`src/rtl/enc_param_reg.sv`:
```
// enc_param_reg: registered priority one-hot-to-binary encoder.
// A request vector is taken over a valid/ready handshake and converted into
// the index of its highest set bit, one cycle later, together with flags for
// all-zero and multi-hot words. A saturating counter tracks how many accepted
// words carried either flag. The output stage is a single skid-free register
// that can accept a new word in the same cycle it is drained.

module enc_param_reg #(
    parameter int out_width = 3,
    parameter int in_width  = 8,
    parameter int err_width = 8
) (
    input  logic                 clk,
    input  logic                 rst_n,
    input  logic                 en,
    input  logic                 in_valid,
    output logic                 in_ready,
    input  logic [in_width-1:0]  a,
    output logic                 out_valid,
    input  logic                 out_ready,
    output logic [out_width-1:0] y,
    output logic                 zero,
    output logic                 multi,
    input  logic                 clr_cnt,
    output logic [err_width-1:0] err_cnt
);

    // Every input bit position must map onto a representable index.
    if (in_width > (2 ** out_width)) begin : g_width_check
        $error("enc_param_reg: in_width exceeds 2**out_width");
    end

    localparam logic [err_width-1:0] ERR_MAX = '1;
    localparam logic [err_width-1:0] ERR_ONE = {{(err_width-1){1'b0}}, 1'b1};
    localparam logic [in_width-1:0]  IN_ONE  = {{(in_width-1){1'b0}}, 1'b1};

    // Index of the highest set bit; an all-zero word encodes to index zero.
    function automatic logic [out_width-1:0] enc_highest(input logic [in_width-1:0] v);
        logic [out_width-1:0] idx;
        idx = '0;
        for (int n = 0; n < in_width; n++) begin
            if (v[n]) begin
                idx = n[out_width-1:0];
            end else begin
                idx = idx;
            end
        end
        return idx;
    endfunction

    // True when the word has no bit set.
    function automatic logic is_zero(input logic [in_width-1:0] v);
        return (v == '0);
    endfunction

    // Clearing the lowest set bit leaves something only if two or more were set.
    function automatic logic is_multi(input logic [in_width-1:0] v);
        return ((v & (v - IN_ONE)) != '0);
    endfunction

    logic                 accept_s;
    logic                 drain_s;
    logic [out_width-1:0] enc_s;
    logic                 zero_s;
    logic                 multi_s;

    logic                 out_valid_d, out_valid_q;
    logic [out_width-1:0] y_d,         y_q;
    logic                 zero_d,      zero_q;
    logic                 multi_d,     multi_q;
    logic [err_width-1:0] err_cnt_d,   err_cnt_q;

    // Handshake qualification and combinational encoding of the incoming word.
    always_comb begin
        in_ready = en & (~out_valid_q | out_ready);
        accept_s = in_valid & in_ready;
        drain_s  = out_valid_q & out_ready;
        enc_s    = enc_highest(a);
        zero_s   = is_zero(a);
        multi_s  = is_multi(a);
    end

    // Next-state for the result register: load on accept, empty on drain-only.
    always_comb begin
        out_valid_d = out_valid_q;
        y_d         = y_q;
        zero_d      = zero_q;
        multi_d     = multi_q;
        if (accept_s) begin
            out_valid_d = 1'b1;
            y_d         = enc_s;
            zero_d      = zero_s;
            multi_d     = multi_s;
        end else if (drain_s) begin
            out_valid_d = 1'b0;
        end else begin
            out_valid_d = out_valid_q;
        end
    end

    // Next-state for the error counter: clear wins, otherwise saturating count.
    always_comb begin
        err_cnt_d = err_cnt_q;
        if (clr_cnt) begin
            err_cnt_d = '0;
        end else if (accept_s && (zero_s || multi_s) && (err_cnt_q != ERR_MAX)) begin
            err_cnt_d = err_cnt_q + ERR_ONE;
        end else begin
            err_cnt_d = err_cnt_q;
        end
    end

    // State registers; reset discards any pending result and the error count.
    always_ff @(posedge clk or negedge rst_n) begin
        if (!rst_n) begin
            out_valid_q <= 1'b0;
            y_q         <= '0;
            zero_q      <= 1'b0;
            multi_q     <= 1'b0;
            err_cnt_q   <= '0;
        end else begin
            out_valid_q <= out_valid_d;
            y_q         <= y_d;
            zero_q      <= zero_d;
            multi_q     <= multi_d;
            err_cnt_q   <= err_cnt_d;
        end
    end

    // Outputs come straight from flops.
    always_comb begin
        out_valid = out_valid_q;
        y         = y_q;
        zero      = zero_q;
        multi     = multi_q;
        err_cnt   = err_cnt_q;
    end

endmodule

```
`config.mk`:
```
export PLATFORM = sky130hd
export DESIGN_NAME = enc_param_reg
export DESIGN_NICKNAME = d
export VERILOG_FILES = /design/src/rtl/enc_param_reg.sv
export SDC_FILE = /design/constraint.sdc
export NUM_CORES = 1
export LEC_CHECK = 0
export ABC_AREA = 0
export CAP_MARGIN = 25
export CORE_MARGIN = 2
export CORE_UTILIZATION = 47
export DETAILED_ROUTE_END_ITERATION = 8
export PLACE_DENSITY = 0.87
export SETUP_SLACK_MARGIN = 0.5
export SLEW_MARGIN = 5
export SYNTH_ARGS = -nofsm -noshare
export SYNTH_HDL_FRONTEND = slang
export SYNTH_SLANG_ARGS = --single-unit
```
`constraint.sdc`:
```
create_clock -name clk -period 4 [get_ports clk]
set_input_delay 1.2 -clock clk [delete_from_list [all_inputs] [get_ports clk]]
set_output_delay 1.2 -clock clk [all_outputs]
set_load 0.02 [all_outputs]
```
Word level (Yosys, flattened, before mapping)
Cells that the tools add are included.
{ "totals": {"reg_bits": 14, "latch_bits": 0, "mem_bits_rw": 0, "mem_bits_ro": 0, "in_bits": 14, "elab_cells": 32, "mem_count": 0} }
{ "classes": {"add_sub_neg": 2, "mul": 0, "n_div": 0, "n_lt_le_gt_ge": 0, "n_eq_ne": 1, "n_shift": 0, "n_mux": 11, "bitwise_logic": 6, "n_reduce_logical": 7} }
{ "ops": {"columns": ["cell", "n"], "rows": [
  ["$mux 8", 2],
  ["$mux 3", 5],
  ["$add 8x1->8 const B", 1],
  ["$and 8x8->8", 1],
  ["$logic_not 8->1", 1],
  ["$ne 8x8->1 const B", 1],
  ["$reduce_bool 8->1", 1],
  ["$sub 8x1->8 const B", 1],
  ["$reduce_bool 2->1", 2],
  ["$and 1x1->1", 3],
  ["$mux 1", 3],
  ["$logic_and 1x1->1", 2],
  ["$mux 2", 1],
  ["$logic_or 1x1->1", 1],
  ["$not 1->1", 1],
  ["$or 1x1->1", 1]
]} }

Depth between registers and ports, before layout
{ "logic_depth": {"word_depth": 8, "mapped_depth": 6, "mapped_depth_nobuf": 6} }

Worst setup path before layout
No wires, ideal clock.
{ "synth_path": {"path_type": "input to output", "from": "input out_ready", "to": "output in_ready", "arrival_time_ns": 1.571, "slack_ns": 1.229, "path_stages": 2, "path_buffers": 0, "path_cell_list": "nand2b_1 and2_1"} }
{ "synth_via": {"elab_chain_len": 2} }
{ "synth_lines": {"columns": ["element", "line", "text"], "rows": [
  ["start, declared", "20", "input logic out_ready,"],
  ["$or 1x1->1", "75", "in_ready = en & (~out_valid_q | out_ready);"],
  ["$and 1x1->1", "75", null],
  ["end, declared", "17", "output logic in_ready,"]
]} }
No other way between the ends.

Worst setup path in the final report
Same ends and word-level chain as after synthesis.

==> flow_summary_export.csv <==
group,metric,value,unit
outcome,outcome,"complete, no violations",
synth,post-synth-top-area-cell,"sky130_fd_sc_hd__dfrtp_1",
die,initial_utilization,0.489,
drt,drt_iter0_markers,5,
timing,fin_crit_sh,0.856,
worst_setup_path,arrival_time_at_the_worst_endpoint,2.23,ns
timing,setup_viol,0,
finish,final_nets,135,
worst_setup_path,worstSetupStartpointType,"input port",
synth,synth_edf_count,0,
die,coreArea,1670,um2
hold_path,worstHoldPathType,"reg2reg",
drt,drtAntennaViolNets,0,
clock_tree,cts_tree,"done",
die,die_x,45.7,um
clock_tree,clkSinkCount,14,
worst_setup_path,cp-startpoint,"out_ready",
worst_setup_path,cp-end-kind,"output pin",
drt,drtPass1Iterations,4,
drt,routed-via-count,760,
synth,synthesis.nets,102,
clock_tree,post_cts_clock_slew_at_the_launch_and_capture_registers_of_the_worst_setup_and_hold_paths,0.08,ns
drt,avgRoutedWirePerCell,12.2,um
pwr,power.total,0.334,mW
pwr,power_density,289,nW/um2
synth,synth_largest_type_area_fraction,0.429,
synth,ys_ff_latch,14,
clock_tree,post_cts.repair.setup_buffers,0,
worst_setup_path,setup.worst_path.class,"in2out",
finish,post_layout_nonfiller_instances,136,
timing,slew-limit-headroom,0.573,
global_routing,globalRouteTotalUtil,0.184,
die,floorplan.io_pins,29,
drt,post_drt_via_cell_ratio,5.59,
finish,drive_gt1_frac,0.0840,
placed_design,gp_congestion,0.799,
worst_setup_path,worst_r2r_startpoint,"err_cnt[0]$_DFFE_PN0P_",
pwr,power_frac_comb,0.239,
synth,yosys.cell_types.count,27,
synth,ys_dominant_reg_cell,"sky130_fd_sc_hd__dfrtp_1",
global_routing,antenna_violations_before_repair,0,
global_routing,grt_pass1_vias,685,
die,floorplan.die.height,45.7,um
synth,synth_common_cells,"sky130_fd_sc_hd__dfrtp_1, sky130_fd_sc_hd__nand2_1, sky130_fd_sc_hd__o21ai_0",
placed_design,place.port_buffers,28,
worst_setup_path,reg2reg_setup_slack,2.32,ns
worst_setup_path,cp.required,2.80,ns
job,maxCapViolations,0,
timing,maxSlewViolCount,0,
die,die_area,2090,um2
timing,tightestPinTransition,0.638,ns
clock_tree,ctsHoldBuffers,0,
placed_design,dpl.cell_count,132,
pwr,power.static_leakage,0.494,nW
worst_setup_path,ff2ff_path_depth,6,
drt,drcViolationCount,0,
synth,synth.yosys.warnings,0,
clock_tree,cts.root.buffer_cell,"sky130_fd_sc_hd__clkbuf_4",
synth,post_synth_inst_count,87,
timing,achievable-frequency,292,MHz
global_routing,gr-total-overflow,0,
synth,syn-cell-area,817,um2
timing,grt_setup_unrepaired,"no",
placed_design,detailedPlacementHpwl,1370,um
pwr,p_int,0.244,mW
clock_tree,cts_inserted_buffers,3,
finish,area.growth.synth_to_final,41.3,%
finish,diodes,0,
global_routing,maximum_number_of_pins_on_one_net_before_global_route_repair,15,
clock_tree,ctsHtreeMaxLevel,1,
worst_setup_path,crit_path_max_fanout,3,
pwr,net-switching-power,0.0902,mW
synth,synth_sequential_area_ratio,0.429,
finish,finish.instance_area,1150,um2
pwr,swShare,0.270,
pwr,power_frac_clock,0.295,
drt,wirelength,1660,um
synth,asyncSetResetFlopFracSynth,1.00,
worst_setup_path,timing.rr.end,"err_cnt[5]$_DFFE_PN0P_",
placed_design,placed_instance_area,1120,um2
clock_tree,cts.path.max_buffers,2,
worst_setup_path,timing.critical_path.to,"in_ready",
global_routing,grt_pass1_wl,2680,um
timing,setup-tns-final,0,ns
synth,syn-mean-instance-area,9.39,um2
die,floorplan.rows,15,
timing,fin_skew,0.00231,ns
clock_tree,worstSkewPairLatency,0.27,ns
timing,final_hold_viol_count,0,
pwr,vdd_drop_max,0.200,mV
pwr,share_seq_of_total_power,0.466,
timing,final.min_clock_period,3.43,ns
synth,synth.top_cells.by_area,"sky130_fd_sc_hd__dfrtp_1, sky130_fd_sc_hd__nand2_1, sky130_fd_sc_hd__nor4_4",
routing by layer:
layer,routed length [um],track usage
met1,670,0.191
met3,84,0.0476
met4,12,0.109
met2,891,0.330
met5,0,0
stage by stage:
step | setup slack, ns | hold WS (ns) | utilization
floorplan | 1.23 | 0.578 | -
global placement | 0.296 | 0.455 | 0.670
detailed placement | 0.277 | 0.465 | 0.670
CTS | 0.548 | 0.484 | 0.691
global route | 0.522 | 0.511 | 0.691
finish | 0.575 | 0.482 | 0.691
logic make-up after synthesis:
logic type      synth area share
compound gates             0.239
xor+xnor                  0.0306
fa+ha+maj                 0.0153
buf+inv                   0.0276
flops                      0.429
mux                       0.0123
simple gates               0.247
how the worst min path moves through the flow:
stage                              endpoint               from  cells after the start
after floorplan           multi$_DFFE_PN0P_  multi$_DFFE_PN0P_                      2
after global placement    multi$_DFFE_PN0P_  multi$_DFFE_PN0P_                      2
after detailed placement  multi$_DFFE_PN0P_  multi$_DFFE_PN0P_                      2
after CTS                 multi$_DFFE_PN0P_  multi$_DFFE_PN0P_                      2
after global routing      multi$_DFFE_PN0P_  multi$_DFFE_PN0P_                      2
final                     multi$_DFFE_PN0P_  multi$_DFFE_PN0P_                      2
power by group through the flow:
| stage | Clock [mW] | Combinational, mW | Sequential, mW |
|---|---|---|---|
| finish | 0.0985 | 0.0800 | 0.156 |
| floorplan | 0 | 0.0236 | 0.170 |
| global placement | 0 | 0.0797 | 0.158 |
| global route | 0.112 | 0.0872 | 0.157 |
| CTS | 0.103 | 0.0807 | 0.156 |
| detailed placement | 0 | 0.0811 | 0.159 |
critical path, cell delays in order:
cell                              delay (ns)
sky130_fd_sc_hd__clkdlybuf4s50_1        0.45
sky130_fd_sc_hd__nand2b_1               0.12
sky130_fd_sc_hd__and2_1                 0.15
sky130_fd_sc_hd__clkdlybuf4s15_1        0.30
layout make-up:
type | instances | area [um2]
Multi-Input combinational cell | 67 | 444
Clock buffer | 4 | 36.3
Inverter | 6 | 22.5
Tap cell | 17 | 21.3
Fill cell | 132 | 515
Timing Repair Buffer | 28 | 280
Sequential cell | 14 | 350
timing repair:
action | in CTS | in global routing
resized for setup | 1 | 1
setup endpoints to repair | 1 | 1
cloned | 0 | 0
cells in the final DEF (no fill, tap or decap), types with 2 or more instances in the layout:
master and count:
sky130_fd_sc_hd__dfrtp_1 14, sky130_fd_sc_hd__o21a_1 2, sky130_fd_sc_hd__o21ai_0 8, sky130_fd_sc_hd__a211oi_1 4
sky130_fd_sc_hd__and3_1 2, sky130_fd_sc_hd__nor2_1 6, sky130_fd_sc_hd__a21oi_1 5, sky130_fd_sc_hd__clkdlybuf4s50_1 27
sky130_fd_sc_hd__nand2_1 14, sky130_fd_sc_hd__o21bai_1 2, sky130_fd_sc_hd__nor3_1 2, sky130_fd_sc_hd__inv_1 6
sky130_fd_sc_hd__or3_1 3, sky130_fd_sc_hd__nor4_4 2, sky130_fd_sc_hd__o311a_1 2, sky130_fd_sc_hd__clkbuf_4 3
sky130_fd_sc_hd__nand3_1 3
flip-flops by register name, indices dropped and copies added (netlist names):
register / count
err_cnt: 8
multi: 1
out_valid: 1
y: 3
zero: 1
Note: power is estimated with default switching activity, not from simulation.
